### config.mk
export PLATFORM = sky130hd
export DESIGN_NAME = spi_cfg_master
export DESIGN_NICKNAME = d
export VERILOG_FILES = /design/src/rtl/spi_cfg_master.sv
export SDC_FILE = /design/constraint.sdc
export NUM_CORES = 1
export LEC_CHECK = 0
export CAP_MARGIN = 15
export CORE_ASPECT_RATIO = 0.75
export CORE_UTILIZATION = 53
export CTS_BUF_LIST = sky130_fd_sc_hd__clkbuf_16
export CTS_CLUSTER_DIAMETER = 150
export DETAILED_ROUTE_END_ITERATION = 10
export HOLD_SLACK_MARGIN = 0.06
export PLACE_DENSITY = 0.79
export SLEW_MARGIN = 0
export SYNTH_ARGS = -nofsm -noshare
export SYNTH_HDL_FRONTEND = slang
export SYNTH_SLANG_ARGS = --single-unit
### constraint.sdc
create_clock -name clk -period 1.81 [get_ports clk]
set_clock_uncertainty 0.05 [all_clocks]
set_input_delay 0.181 -clock clk [delete_from_list [all_inputs] [get_ports clk]]
set_output_delay 0.181 -clock clk [all_outputs]
set_load 0.01 [all_outputs]
### src/rtl/spi_cfg_master.sv
// SPI mode-0 initiator for the spiking_network_top configuration port.
// Turns a valid/ready byte stream into framed transfers: chip select low,
// WIDTH-bit words MSB-first, then chip select high after the word flagged last.
// Every word shifted in on MISO is returned on rx_data with a one-cycle rx_valid.
module spi_cfg_master #(
    parameter int CLK_DIV = 4,
    parameter int WIDTH   = 8
) (
    input  logic             clk,
    input  logic             rst_n,
    input  logic [WIDTH-1:0] tx_data,
    input  logic             tx_valid,
    input  logic             tx_last,
    output logic             tx_ready,
    output logic [WIDTH-1:0] rx_data,
    output logic             rx_valid,
    output logic             busy,
    output logic             sclk,
    output logic             mosi,
    output logic             cs_n,
    input  logic             miso
);

    localparam int HW = (CLK_DIV > 1) ? $clog2(CLK_DIV) : 1;
    localparam int BW = (WIDTH > 1) ? $clog2(WIDTH) : 1;
    localparam logic [HW-1:0] HC_LAST = HW'(CLK_DIV - 1);
    localparam logic [BW-1:0] BC_LAST = BW'(WIDTH - 1);

    typedef enum logic [2:0] {
        IDLE  = 3'd0,
        SETUP = 3'd1,
        XFER  = 3'd2,
        WAIT  = 3'd3,
        HOLD  = 3'd4,
        GAP   = 3'd5
    } state_t;

    state_t           state_r, state_s;
    logic [HW-1:0]    hcnt_r, hcnt_s;
    logic [BW-1:0]    bcnt_r, bcnt_s;
    logic [WIDTH-1:0] tx_sr_r, tx_sr_s;
    logic [WIDTH-1:0] rx_sr_r, rx_sr_s;
    logic [WIDTH-1:0] rx_data_s;
    logic             last_r, last_s;
    logic             sclk_s, mosi_s, cs_n_s, rx_valid_s;
    logic             accept_s, hc_end_s;

    // Handshake and status are decoded straight from the registered state.
    assign tx_ready = rst_n & ((state_r == IDLE) | (state_r == WAIT));
    assign busy     = (state_r != IDLE);
    assign accept_s = tx_valid & tx_ready;
    assign hc_end_s = (hcnt_r == HC_LAST);

    // Next-state and next-output decode for the framing FSM and its datapath.
    always_comb begin
        state_s    = state_r;
        hcnt_s     = hcnt_r;
        bcnt_s     = bcnt_r;
        tx_sr_s    = tx_sr_r;
        rx_sr_s    = rx_sr_r;
        rx_data_s  = rx_data;
        last_s     = last_r;
        sclk_s     = sclk;
        mosi_s     = mosi;
        cs_n_s     = cs_n;
        rx_valid_s = 1'b0;
        case (state_r)
            IDLE, WAIT: begin
                sclk_s = 1'b0;
                if (accept_s) begin
                    tx_sr_s = tx_data;
                    mosi_s  = tx_data[WIDTH-1];
                    last_s  = tx_last;
                    hcnt_s  = {HW{1'b0}};
                    bcnt_s  = {BW{1'b0}};
                    cs_n_s  = 1'b0;
                    state_s = SETUP;
                end else begin
                    // WAIT keeps the frame open; IDLE keeps the target deselected.
                    cs_n_s  = (state_r == IDLE) ? 1'b1 : cs_n;
                    state_s = state_r;
                end
            end
            SETUP: begin
                if (hc_end_s) begin
                    hcnt_s  = {HW{1'b0}};
                    sclk_s  = 1'b1;
                    state_s = XFER;
                end else begin
                    hcnt_s  = hcnt_r + HW'(1);
                end
            end
            XFER: begin
                if (!hc_end_s) begin
                    hcnt_s = hcnt_r + HW'(1);
                end else if (sclk) begin
                    // End of a high phase: sample MISO and drop SCLK.
                    hcnt_s  = {HW{1'b0}};
                    sclk_s  = 1'b0;
                    rx_sr_s = {rx_sr_r[WIDTH-2:0], miso};
                    if (bcnt_r != BC_LAST) begin
                        tx_sr_s = {tx_sr_r[WIDTH-2:0], tx_sr_r[WIDTH-1]};
                        mosi_s  = tx_sr_r[WIDTH-2];
                    end else begin
                        mosi_s  = mosi;
                    end
                end else begin
                    // End of a low phase: either start the next bit or close the word.
                    hcnt_s = {HW{1'b0}};
                    if (bcnt_r == BC_LAST) begin
                        rx_data_s  = rx_sr_r;
                        rx_valid_s = 1'b1;
                        state_s    = last_r ? HOLD : WAIT;
                    end else begin
                        sclk_s = 1'b1;
                        bcnt_s = bcnt_r + BW'(1);
                    end
                end
            end
            HOLD: begin
                if (hc_end_s) begin
                    hcnt_s  = {HW{1'b0}};
                    cs_n_s  = 1'b1;
                    state_s = GAP;
                end else begin
                    hcnt_s  = hcnt_r + HW'(1);
                end
            end
            GAP: begin
                if (hc_end_s) begin
                    hcnt_s  = {HW{1'b0}};
                    state_s = IDLE;
                end else begin
                    hcnt_s  = hcnt_r + HW'(1);
                end
            end
            default: begin
                state_s = IDLE;
                cs_n_s  = 1'b1;
                sclk_s  = 1'b0;
                hcnt_s  = {HW{1'b0}};
            end
        endcase
    end

    // State, counters, shift registers and all SPI outputs; reset aborts any transfer.
    always_ff @(posedge clk) begin
        if (!rst_n) begin
            state_r  <= IDLE;
            hcnt_r   <= {HW{1'b0}};
            bcnt_r   <= {BW{1'b0}};
            tx_sr_r  <= {WIDTH{1'b0}};
            rx_sr_r  <= {WIDTH{1'b0}};
            last_r   <= 1'b0;
            rx_data  <= {WIDTH{1'b0}};
            rx_valid <= 1'b0;
            sclk     <= 1'b0;
            mosi     <= 1'b0;
            cs_n     <= 1'b1;
        end else begin
            state_r  <= state_s;
            hcnt_r   <= hcnt_s;
            bcnt_r   <= bcnt_s;
            tx_sr_r  <= tx_sr_s;
            rx_sr_r  <= rx_sr_s;
            last_r   <= last_s;
            rx_data  <= rx_data_s;
            rx_valid <= rx_valid_s;
            sclk     <= sclk_s;
            mosi     <= mosi_s;
            cs_n     <= cs_n_s;
        end
    end

endmodule

==> reports/metrics.yaml, run 1 <==
outcome:
  status: "finished clean"
placed_design:
  place_congestion: 0.8018
  placed_cells: 259
  placed_cell_area_sq_um: 2133
  dp_slack_ns: -0.01231
  hpwl_um: 2757
  portBuffers: 26
logic_synthesis:
  ys_seq_area_share_pct: 40.82
  async_flop_share_pct: 0
  synth.avg_cell_area_sq_um: 9.292
  yosys_warnings: 0
  synth-edff-count: 0
  synthesis.area_sq_um: 1765
  synth_area_leaders: "dfxtp_1 41%, mux2i_1 11%, nand2_1 9.1%"
  syn_inst: 190
  yosys_register_bits: 36
  synth_top_cell_by_area: "dfxtp_1"
  netlist.area_leader.share_pct: 40.82
  synth_flop_cell: "dfxtp_1"
  ys_types: 39
  syn-num-nets: 206
timing:
  final-max-slew-violation-count: 0
  finalSetupViolCount: 0
  slew_headroom_pct: 69.03
  final_hold_viol_count: 0
  finalCritPeriodShare_pct: 96.94
  worst-slew-pin-transition_ns: 0.4597
  fin_crit_ns: 1.755
  setup_tns_ns: 0
  fmax_ghz: 0.5699
  layout_setup_ws_ns: 0.05531
grt:
  grt_pass1_vias: 1368
  antenna_found_initial: 0
  grt_first_pass_wirelength_um: 6216
  track_usage_pct: 24.78
  grt.overflow.total: 0
  grt_max_degree: 29
setup_path:
  cp-start-kind: "flop"
  r2r_slack_ns: 0.06
  critPathKind: "reg -> reg"
  endpoint: "bcnt_r[1]$_SDFFE_PN0P_"
  cp-end-kind: "flop"
  worstPathArrival_ns: 1.90
  crit_start: "state_r[0]$_SDFFE_PN0P_"
  r2r_end: "bcnt_r[1]$_SDFFE_PN0P_"
  critPathTopFamily: "simple AND/OR/NAND/NOR gates"
  path_buf_inv: 1
  r2r_start: "state_r[0]$_SDFFE_PN0P_"
  cp_slowest_cell: "o21ai_0"
  cpPeakStageDelay_ns: 0.39
  path_cells: "nor2b_1, buf_4, o21ai_0, and3_1, mux2i_1"
  worstPathRequired_ns: 1.96
  r2r_cells: 5
  path_max_fanout: 7
  cp.depth: 5
floorplanning:
  die_x_um: 68.65
  die_area_sq_um: 3568
  placementRows: 17
  start_util_pct: 57.64
  die_y_um: 51.98
  core_area_sq_um: 3063
  pin_count: 27
power:
  p_leak_nw: 0.9156
  powerDensity_nw_per_um2: 837.1
  peakVddDrop_mv: 0.6359
detailed_routing:
  wl_um: 4014
  firstDrtPassIters: 5
  wl_per_cell_um: 14.98
  via_count: 1451
  ant_nets: 0
  vias_per_cell: 5.414
  drc: 0
  drtIter0Drc: 76
cells_and_area:
  nNetsFinal: 245
  fillers: 215
  final_cells: 268
  final_cell_mix: "43 x nand2_1, 33 x dfxtp_1, 25 x clkdlybuf4s50_1"
  layout_commonest_cell: "nand2_1"
  n_antenna_cell: 0
  final_core_util_pct: 75.29
  areaGrowthSynthToFinish_pct: 30.62
  drive_above_1_share_pct: 20.00
  final_area_sq_um: 2306
run:
  max_cap_viol_count: 0
clock_network:
  path_clk_slew_ns: 0.05
  clock_latency_ns: 0.28
  cts_hold_buf: 0
  cts_buffers: 5
  ctsLongestPathBuffers: 2
  clkSinkCount: 36
  h-tree-depth: 2
  cts_tree: "done"
  clock-root-buffer: "clkbuf_16"
min_path:
  hold_class: "reg -> reg"
[through the flow]
stage,power [mW],hold WS [ns]
6_report,1.930,0.4055
3_5_place_dp,1.104,0.4022
5_1_grt,1.996,0.4355
4_1_cts,1.930,0.4098
2_1_floorplan,1.004,0.2760
3_3_place_gp,1.091,0.3918
[state kept, by name, summed over array words and instances, names as in the netlist]
name and count:
sclk 1, rx_valid 1, rx_sr_r 8, cs_n 1
tx_sr_r 7, bcnt_r 3, rx_data 8, state_r 3
last_r 1, mosi 1, hcnt_r 2
[worst min path at each step]
stage                            start                 endpoint  slack, ns  cells after the start
4_1_cts        tx_sr_r[4]$_SDFFE_PN0P_  tx_sr_r[4]$_SDFFE_PN0P_       0.41                      2
3_5_place_dp   tx_sr_r[4]$_SDFFE_PN0P_  tx_sr_r[4]$_SDFFE_PN0P_       0.40                      2
3_3_place_gp   tx_sr_r[0]$_SDFFE_PN0P_  tx_sr_r[0]$_SDFFE_PN0P_       0.39                      2
5_1_grt        tx_sr_r[6]$_SDFFE_PN0P_  tx_sr_r[6]$_SDFFE_PN0P_       0.44                      2
2_1_floorplan                     miso  rx_sr_r[0]$_SDFFE_PN0P_       0.28                      2
6_report       tx_sr_r[4]$_SDFFE_PN0P_  tx_sr_r[4]$_SDFFE_PN0P_       0.41                      2
[Yosys cell counts, types with 3 or more instances]
master	n
nand2_1	43
dfxtp_1	36
mux2i_1	19
nor2b_1	15
a21boi_0	9
mux2_2	8
o21ai_0	7
clkbuf_1	5
buf_2	3
ha_1	3
nand3_1	3
nor2_1	3
[logic make-up after synthesis]
group	share of synthesized area [%]
adder cells (fa/ha/maj)	2.126
AO/OA/AOI/OAI	11.62
XOR/XNOR	0.4962
buffers and inverters	3.827
flip-flops	40.82
AND/OR/NAND/NOR	25.23
multiplexers	15.88
[routing by layer]
| metal | wire length, um | vias up | track usage, % |
|---|---|---|---|
| li1 | - | 728 | - |
| met3 | 167 | 11 | 5.263 |
| met1 | 1788 | 674 | 30.07 |
| met5 | 0 | - | 0 |
| met4 | 95 | 0 | 12.15 |
| met2 | 1963 | 38 | 41.18 |
[final cells by class]
cell class                 count  area, sq um  area share (%)
clock buffer                   5        125.1           5.426
clock inverter                 3        18.77          0.8139
inverter                       2        7.507          0.3256
multi-input combinational    141        996.0           43.19
sequential                    36        724.4           31.42
tap                           38        47.55           2.062
timing repair buffer          43        386.6           16.77
[tightest hold or removal path: cells and delay by family (launching register included)]
family	cells	cell delay, ns
AND/OR/NAND/NOR	1	0.05
flip-flops	1	0.30
multiplexers	1	0.05
[report_power, final]
part / internal [mW] / switching (mW)
Clock: 0.506 / 0.322
Sequential: 0.821 / 0.0249
Combinational: 0.143 / 0.113
Total: 1.47 / 0.460
[repair_timing]
action | in CTS | in global routing
gates cloned | 0 | 0
endpoints found under the setup margin | 2 | 9
resized for setup | 2 | 6
pin swaps | 1 | 0
setup buffers | 1 | 0
No activity file was read; power rests on OpenSTA's default activity.
==> run 2, diff against run 1 <==
--- a/config.mk
+++ b/config.mk
@@ -9,7 +9,7 @@
 export CORE_ASPECT_RATIO = 0.75
 export CORE_UTILIZATION = 53
 export CTS_BUF_LIST = sky130_fd_sc_hd__clkbuf_16
-export CTS_CLUSTER_DIAMETER = 150
+export CTS_CLUSTER_DIAMETER = 100
 export DETAILED_ROUTE_END_ITERATION = 10
 export HOLD_SLACK_MARGIN = 0.06
 export PLACE_DENSITY = 0.79
==> results of run 2 <==
No change in the layout: final DEF, timing and power equal those of run 1.
